===== src/rtl/vga_timing_gen_pkg.sv =====
// Shared timing types, standard VGA mode constant sets and width/total helpers.
// Pure declarations; no logic.
package vga_timing_gen_pkg;

    typedef struct packed {
        logic [15:0] active;
        logic [15:0] fp;
        logic [15:0] sync;
        logic [15:0] bp;
    } axis_timing_t;

    typedef struct packed {
        axis_timing_t h;
        axis_timing_t v;
    } vga_mode_t;

    localparam vga_mode_t MODE_640X480_60 = '{
        h: '{16'd640, 16'd16, 16'd96, 16'd48},
        v: '{16'd480, 16'd10, 16'd2, 16'd33}
    };

    localparam vga_mode_t MODE_800X600_60 = '{
        h: '{16'd800, 16'd40, 16'd128, 16'd88},
        v: '{16'd600, 16'd1, 16'd4, 16'd23}
    };

    localparam vga_mode_t MODE_1024X768_60 = '{
        h: '{16'd1024, 16'd24, 16'd136, 16'd160},
        v: '{16'd768, 16'd3, 16'd6, 16'd29}
    };

    function automatic int axis_total(axis_timing_t t);
        return int'(t.active) + int'(t.fp) + int'(t.sync) + int'(t.bp);
    endfunction

    // Counter width able to hold 0..n-1; never narrower than one bit.
    function automatic int cnt_width(int n);
        return (n < 2) ? 1 : $clog2(n);
    endfunction

endpackage


===== src/rtl/vga_timing_gen_if.sv =====
// Raster timing bundle between the generator (master) and the pixel pipeline (slave).
// en flows towards the generator; everything else flows out of it.
interface vga_timing_gen_if #(
    parameter int HW = 10,
    parameter int VW = 10
) ();
    logic          en;
    logic          pix_tick;
    logic [HW-1:0] hcount;
    logic [VW-1:0] vcount;
    logic          hsync;
    logic          vsync;
    logic          de;
    logic [HW-1:0] x;
    logic [VW-1:0] y;
    logic          line_start;
    logic          frame_start;
    logic [15:0]   frame_cnt;

    modport master (
        input  en,
        output pix_tick, hcount, vcount, hsync, vsync, de, x, y,
               line_start, frame_start, frame_cnt
    );

    modport slave (
        output en,
        input  pix_tick, hcount, vcount, hsync, vsync, de, x, y,
               line_start, frame_start, frame_cnt
    );
endinterface


===== src/rtl/vga_timing_gen_axis_counter.sv =====
// Modulo-N position counter for one raster axis, resetting to N-1 so the first step lands on 0.
// Exposes the next count and its active/sync window decode so the parent can register them.
module vga_axis_counter #(
    parameter int N          = 800,
    parameter int W          = 10,
    parameter int ACTIVE     = 640,
    parameter int SYNC_START = 656,
    parameter int SYNC_END   = 752
) (
    input  logic         clk,
    input  logic         reset,
    input  logic         step,
    output logic [W-1:0] count,
    output logic [W-1:0] count_nxt,
    output logic         term,
    output logic         active_nxt,
    output logic         sync_nxt
);
    localparam int WP = W + 1;
    localparam logic [W-1:0]  LAST = W'(N - 1);
    // One spare bit so a window edge equal to N still compares correctly.
    localparam logic [WP-1:0] ACT_W = WP'(ACTIVE);
    localparam logic [WP-1:0] SS_W  = WP'(SYNC_START);
    localparam logic [WP-1:0] SE_W  = WP'(SYNC_END);

    logic [WP-1:0] nxt_ext;

    always_ff @(posedge clk) begin
        if (reset) begin
            count <= LAST;
        end else begin
            count <= count_nxt;
        end
    end

    always_comb begin
        term      = (count == LAST);
        count_nxt = count;
        if (step) begin
            count_nxt = term ? '0 : count + 1'b1;
        end
    end

    assign nxt_ext    = {1'b0, count_nxt};
    assign active_nxt = (nxt_ext < ACT_W);
    assign sync_nxt   = (nxt_ext >= SS_W) && (nxt_ext < SE_W);

endmodule


===== src/rtl/vga_timing_gen.sv =====
// Parametrised VGA raster timing generator with pixel-clock-enable divider and run/freeze.
// All outputs registered; syncs/de/x/y decoded from next counts so they align with hcount/vcount.
module vga_timing_gen
    import vga_timing_gen_pkg::*;
#(
    parameter int H_ACTIVE  = 640,
    parameter int H_FP      = 16,
    parameter int H_SYNC    = 96,
    parameter int H_BP      = 48,
    parameter int V_ACTIVE  = 480,
    parameter int V_FP      = 10,
    parameter int V_SYNC    = 2,
    parameter int V_BP      = 33,
    parameter bit HSYNC_POL = 1'b0,
    parameter bit VSYNC_POL = 1'b0,
    parameter int CLK_DIV   = 1
) (
    input logic               clk,
    input logic               reset,
    vga_timing_gen_if.master  vid
);
    localparam int H_TOTAL = H_ACTIVE + H_FP + H_SYNC + H_BP;
    localparam int V_TOTAL = V_ACTIVE + V_FP + V_SYNC + V_BP;
    localparam int HW      = cnt_width(H_TOTAL);
    localparam int VW      = cnt_width(V_TOTAL);
    localparam int DW      = cnt_width(CLK_DIV);
    localparam logic [DW-1:0] D_LAST = DW'(CLK_DIV - 1);

    logic [DW-1:0] d;
    logic          tick;
    logic          line_wrap;
    logic          frame_wrap;

    logic [HW-1:0] h_cnt, h_nxt;
    logic [VW-1:0] v_cnt, v_nxt;
    logic          h_term, v_term;
    logic          h_act_nxt, v_act_nxt;
    logic          h_sync_nxt, v_sync_nxt;
    logic          de_nxt;

    logic          pix_tick_q;
    logic          line_start_q;
    logic          frame_start_q;
    logic          hsync_q;
    logic          vsync_q;
    logic          de_q;
    logic [HW-1:0] x_q;
    logic [VW-1:0] y_q;
    logic [15:0]   frame_cnt_q;

    assign tick       = vid.en && (d == D_LAST);
    assign line_wrap  = tick && h_term;
    assign frame_wrap = line_wrap && v_term;
    assign de_nxt     = h_act_nxt && v_act_nxt;

    vga_axis_counter #(
        .N          (H_TOTAL),
        .W          (HW),
        .ACTIVE     (H_ACTIVE),
        .SYNC_START (H_ACTIVE + H_FP),
        .SYNC_END   (H_ACTIVE + H_FP + H_SYNC)
    ) u_h (
        .clk        (clk),
        .reset      (reset),
        .step       (tick),
        .count      (h_cnt),
        .count_nxt  (h_nxt),
        .term       (h_term),
        .active_nxt (h_act_nxt),
        .sync_nxt   (h_sync_nxt)
    );

    vga_axis_counter #(
        .N          (V_TOTAL),
        .W          (VW),
        .ACTIVE     (V_ACTIVE),
        .SYNC_START (V_ACTIVE + V_FP),
        .SYNC_END   (V_ACTIVE + V_FP + V_SYNC)
    ) u_v (
        .clk        (clk),
        .reset      (reset),
        .step       (line_wrap),
        .count      (v_cnt),
        .count_nxt  (v_nxt),
        .term       (v_term),
        .active_nxt (v_act_nxt),
        .sync_nxt   (v_sync_nxt)
    );

    // Without a tick the next counts equal the current ones, so the decoded
    // outputs re-register the same values and hold naturally while frozen.
    always_ff @(posedge clk) begin
        if (reset) begin
            d             <= '0;
            pix_tick_q    <= 1'b0;
            line_start_q  <= 1'b0;
            frame_start_q <= 1'b0;
            hsync_q       <= ~HSYNC_POL;
            vsync_q       <= ~VSYNC_POL;
            de_q          <= 1'b0;
            x_q           <= '0;
            y_q           <= '0;
            frame_cnt_q   <= 16'hFFFF;
        end else begin
            if (vid.en) begin
                d <= tick ? '0 : d + 1'b1;
            end
            pix_tick_q    <= tick;
            line_start_q  <= line_wrap;
            frame_start_q <= frame_wrap;
            hsync_q       <= h_sync_nxt ? HSYNC_POL : ~HSYNC_POL;
            vsync_q       <= v_sync_nxt ? VSYNC_POL : ~VSYNC_POL;
            de_q          <= de_nxt;
            x_q           <= de_nxt ? h_nxt : '0;
            y_q           <= de_nxt ? v_nxt : '0;
            if (frame_wrap) begin
                frame_cnt_q <= frame_cnt_q + 16'd1;
            end
        end
    end

    assign vid.pix_tick    = pix_tick_q;
    assign vid.hcount      = h_cnt;
    assign vid.vcount      = v_cnt;
    assign vid.hsync       = hsync_q;
    assign vid.vsync       = vsync_q;
    assign vid.de          = de_q;
    assign vid.x           = x_q;
    assign vid.y           = y_q;
    assign vid.line_start  = line_start_q;
    assign vid.frame_start = frame_start_q;
    assign vid.frame_cnt   = frame_cnt_q;

endmodule


===== src/flat_wrapper.sv =====
// flat-port wrapper written by rule: the top's interface ports become plain ports
module vga_timing_gen_flat import vga_timing_gen_pkg::*;
#(
    parameter int H_ACTIVE  = 640,
    parameter int H_FP      = 16,
    parameter int H_SYNC    = 96,
    parameter int H_BP      = 48,
    parameter int V_ACTIVE  = 480,
    parameter int V_FP      = 10,
    parameter int V_SYNC    = 2,
    parameter int V_BP      = 33,
    parameter bit HSYNC_POL = 1'b0,
    parameter bit VSYNC_POL = 1'b0,
    parameter int CLK_DIV   = 1
)
  (clk, reset, vid_en, vid_pix_tick, vid_hcount, vid_vcount, vid_hsync, vid_vsync, vid_de, vid_x, vid_y, vid_line_start, vid_frame_start, vid_frame_cnt);
  vga_timing_gen_if #(.HW((cnt_width(axis_total((MODE_640X480_60).h)))), .VW((cnt_width(axis_total((MODE_640X480_60).v))))) vid_i ();
  input logic clk;
  input logic reset;
  input wire logic [$bits(vid_i.en)-1:0] vid_en;
  output wire logic [$bits(vid_i.pix_tick)-1:0] vid_pix_tick;
  output wire logic [$bits(vid_i.hcount)-1:0] vid_hcount;
  output wire logic [$bits(vid_i.vcount)-1:0] vid_vcount;
  output wire logic [$bits(vid_i.hsync)-1:0] vid_hsync;
  output wire logic [$bits(vid_i.vsync)-1:0] vid_vsync;
  output wire logic [$bits(vid_i.de)-1:0] vid_de;
  output wire logic [$bits(vid_i.x)-1:0] vid_x;
  output wire logic [$bits(vid_i.y)-1:0] vid_y;
  output wire logic [$bits(vid_i.line_start)-1:0] vid_line_start;
  output wire logic [$bits(vid_i.frame_start)-1:0] vid_frame_start;
  output wire logic [$bits(vid_i.frame_cnt)-1:0] vid_frame_cnt;
  assign vid_i.en = vid_en;
  assign vid_pix_tick = vid_i.pix_tick;
  assign vid_hcount = vid_i.hcount;
  assign vid_vcount = vid_i.vcount;
  assign vid_hsync = vid_i.hsync;
  assign vid_vsync = vid_i.vsync;
  assign vid_de = vid_i.de;
  assign vid_x = vid_i.x;
  assign vid_y = vid_i.y;
  assign vid_line_start = vid_i.line_start;
  assign vid_frame_start = vid_i.frame_start;
  assign vid_frame_cnt = vid_i.frame_cnt;
  vga_timing_gen #(.H_ACTIVE(H_ACTIVE), .H_FP(H_FP), .H_SYNC(H_SYNC), .H_BP(H_BP), .V_ACTIVE(V_ACTIVE), .V_FP(V_FP), .V_SYNC(V_SYNC), .V_BP(V_BP), .HSYNC_POL(HSYNC_POL), .VSYNC_POL(VSYNC_POL), .CLK_DIV(CLK_DIV)) u_core (.clk(clk), .reset(reset), .vid(vid_i));
endmodule

===== config.mk =====
export PLATFORM = sky130hd
export DESIGN_NAME = vga_timing_gen_flat
export DESIGN_NICKNAME = d
export VERILOG_FILES = /design/src/rtl/vga_timing_gen_pkg.sv /design/src/rtl/vga_timing_gen_if.sv /design/src/rtl/vga_timing_gen_axis_counter.sv /design/src/rtl/vga_timing_gen.sv /design/src/flat_wrapper.sv
export SDC_FILE = /design/constraint.sdc
export NUM_CORES = 1
export LEC_CHECK = 0
export ABC_AREA = 1
export ABC_CLOCK_PERIOD_IN_PS = 2900
export CAP_MARGIN = 40
export CORE_AREA = 2 2 81 83
export DETAILED_ROUTE_END_ITERATION = 6
export DIE_AREA = 0 0 83 85
export GPL_TIMING_DRIVEN = 0
export PLACE_DENSITY = 0.84
export SYNTH_ARGS = -nofsm -noshare
export SYNTH_HDL_FRONTEND = slang
export SYNTH_HIERARCHICAL = 1
export SYNTH_SLANG_ARGS = --single-unit

===== constraint.sdc =====
create_clock -name clk -period 2.9 [get_ports clk]
set_clock_uncertainty 0.1 [all_clocks]
set_input_delay 0.435 -clock clk [delete_from_list [all_inputs] [get_ports clk]]
set_output_delay 0.435 -clock clk [all_outputs]
set_load 0.01 [all_outputs]

==> summary.txt <==
Clocking
  • Root buffer cell: clkbuf_8
  • CTS Buffer Depth: 2
  • Setup Fix Bufs, Post-CTS: 0
  • # clock sinks: 63
  • Clock Pin Slew Worst Setup and Hold Paths: 0.07 ns
  • Total CTS buffers: 9
  • H-tree depth: 3
  • Clock latency at the later pin of the worst-skew pair: 0.34 ns
  • CTS tree: yes

Setup path
  • Critical path capture point type: flip-flop
  • Crit path launch: u_core/u_h/count[0]
  • Reg-to-Reg Start: u_core/u_h/count[0]
  • Crit-path max cell delay: 0.39 ns
  • Crit path kind: reg2reg
  • CP top delay family: simple AND/OR/NAND/NOR gates
  • Req. time, crit path: 3.03 ns
  • Type of origin of the critical path: flip-flop
  • CP most frequent cell: nor2_1
  • WP data arrival: 2.72 ns
  • Max Fanout on Critical Path: 10
  • Slowest-stage cell, CP: dfxtp_2
  • Crit-path cells: ha_4 -> nand2_1 -> nor2_1 -> nand3_1 -> inv_1 -> nand2_1 -> inv_4 -> nand2_2 -> nor2_4 -> nand2_4 -> nand2_2 -> nand2_2 -> nor2_2 -> nand2_1 -> nor2_1 -> nor2_1 -> nand3_1 -> buf_2 -> nor2_1
  • Bufs and invs on worst path: 3

Floorplanning
  • Die H: 85 um
  • IO Pins: 65
  • Width of the chip: 83 um
  • Num rows: 29
  • DIE AREA: 7060 um^2
  • Core area: 6200 um^2
  • Starting Density: 0.497

Route
  • Vias per cell: 4.82
  • Drt drc: 0
  • Initial DRC count: 155
  • Post-route ant nets: 0
  • Detailed Route WL: 7070 um
  • Vias: 2869
  • Avg WL per Cell: 11.9 um
  • First drt pass iteration count: 4

Synthesis
  • YS warnings: 6
  • Mapped Cells: 438
  • Yosys cell types: 33
  • Synth area leader: dfxtp_1
  • Primary FF master, synth: dfxtp_1
  • Number of synthesized flops with an enable pin: 0
  • FF+latch count, synth: 63
  • Syn Area/Cell: 7.04 um^2
  • Sequential area share after synthesis: 0.409
  • Ranking of synthesized cells by area: dfxtp_1 41%, nand2_1 13%, inv_1 10%, nor2_1 7.1%, nand3_1 6.3%
  • Most common cell in the netlist: nand2_1
  • Synthesized Nets: 445
  • Post-synth top cells: 105 x nand2_1, 83 x inv_1, 63 x dfxtp_1
  • Share of Yosys cell area claimed by the top area cell type: 0.409
  • Async S/R FF share, synth: 0
  • Mapped cell area: 3080 um^2

Global routing
  • GRT Total Usage: 0.206
  • Grt met1 use: 0.236
  • Gr busiest metal: met2
  • Pin count of the biggest net entering global routing: 11
  • Total gr overflow: 0
  • Met2 usage: 0.361
  • Antenna violations before repair: 0
  • Met3 usage: 0.0525
  • Vias in the first global route: 2815
  • First-pass GRT wire length: 11900 um

Hold path
  • Min-delay src: u_core/d
  • Hold Path Class: reg2reg

Outcome
  • Outcome: completed

STA
  • Final setup fails: 0
  • Hold_ws: 0.355 ns
  • Final Max Slew Viols: 0
  • Final Hold Violating Endpoints: 0
  • Slew at the pin with the worst max-slew slack: 0.529 ns
  • RSZ-0062 raised after global routing: false
  • Max Fclk: 386 MHz
  • Fin crit share: 0.893
  • Slew margin rel.: 0.644
  • Final WS setup: 0.311 ns
  • Setup TNS: 0 ns
  • Fin crit period: 2.59 ns

Place
  • Placed insts: 579
  • Final GP Congestion: 0.894
  • Number of port buffers: 64
  • Setup WS pre-CTS: 0.0125 ns
  • Post-DP HPWL: 5200 um

Power
  • Static leakage: 0.00213 uW
  • Worst VDD drop: 0.673 mV
  • Pwr per Cell Area: 872 nW/um^2

Finish
  • Non-Filler Instances: 595
  • Layout area overhead: 32.0%
  • Number of antenna diodes: 0
  • Fraction of layout instances using a drive strength above 1: 0.139
  • Nets: 520

Run
  • Max-Cap Viols: 0
repair_timing:
action | 4_1_cts | 5_1_grt
gates resized for setup | 0 | 9
setup endpoints to repair | 0 | 21
hold buffers | 0 | 0
flip-flops by register name, indices dropped and copies added, names as in the netlist:
signal,cells
u_core/vid.hsync,1
u_core/d,1
u_core/vid.pix_tick,1
u_core/vid.frame_cnt,16
u_core/vid.y,10
u_core/vid.vsync,1
u_core/vid.de,1
u_core/u_h/count,10
u_core/vid.x,10
u_core/u_v/count,10
u_core/vid.line_start,1
u_core/vid.frame_start,1
logic make-up after synthesis:
| kind of cell | share of synthesized area |
|---|---|
| AOI/OAI and AO/OA | 0.0321 |
| xor gates and xnor gates | 0.0114 |
| adders and majority gates | 0.0162 |
| buffers and inverters | 0.123 |
| DFF | 0.409 |
| muxes | 0.00365 |
| and+or+nand+nor | 0.405 |
final timing paths:
| path | to | slack, ns | cells past startpoint |
|---|---|---|---|
| min reg2reg | u_core/vid.pix_tick | 0.35 | 1 |
| max | u_core/vid.x[7] | 0.31 | 19 |
| max reg2reg | u_core/vid.x[7] | 0.31 | 19 |
| min | u_core/vid.pix_tick | 0.35 | 1 |
power by group:
group / internal, uW / switching, uW
clock network: 531 / 328
registers: 1010 / 167
logic: 612 / 900
total: 2150 / 1390
final cells by class:
type	count	area, um^2
sequential	63	1260
inverter	89	338
fill	509	2140
timing repair buffer	64	641
clock buffer	13	159
multi-input combinational	279	1460
clock inverter	3	65.1
tap	77	96.3
buffer	7	45.0
stage by stage:
stage	utilization	total power (uW)	cell area (um^2)
after global routing	0.656	3810	4070
after detailed placement	0.616	2660	3820
after CTS	0.652	3540	4040
after floorplan	-	2170	3080
final	0.656	3550	4070
after global placement	0.616	2610	3820
layout by cell type, fill, tap and decap left out, types with 2 or more instances in the layout:
master,synthesis,layout
inv_2,5,5
xor2_1,4,4
a21oi_1,5,5
nor2_1,58,58
nor2_4,10,10
nand4_1,9,9
nand3_2,4,5
nand2_1,105,105
dfxtp_1,63,61
bufinv_16,0,2
nor3_1,4,4
nand2_4,4,4
buf_2,4,3
clkdlybuf4s50_1,0,64
ha_1,4,3
dfxtp_2,0,2
nand2_2,7,7
inv_1,83,82
clkbuf_8,0,11
o21ai_1,5,5
o21ai_0,3,3
nand3_1,39,38
buf_4,1,2
clkinv_2,1,2
clkbuf_1,0,2
nor2_2,8,8
routing by layer:
| layer | wire, um | up-vias | part of all wire |
|---|---|---|---|
| li1 | - | 1481 | - |
| met1 | 3040 | 1316 | 0.43 |
| met2 | 3610 | 62 | 0.51 |
| met3 | 318 | 10 | 0.045 |
| met4 | 104 | 0 | 0.015 |
| met5 | 0 | - | 0 |
Power figures use the tool's default switching activity.
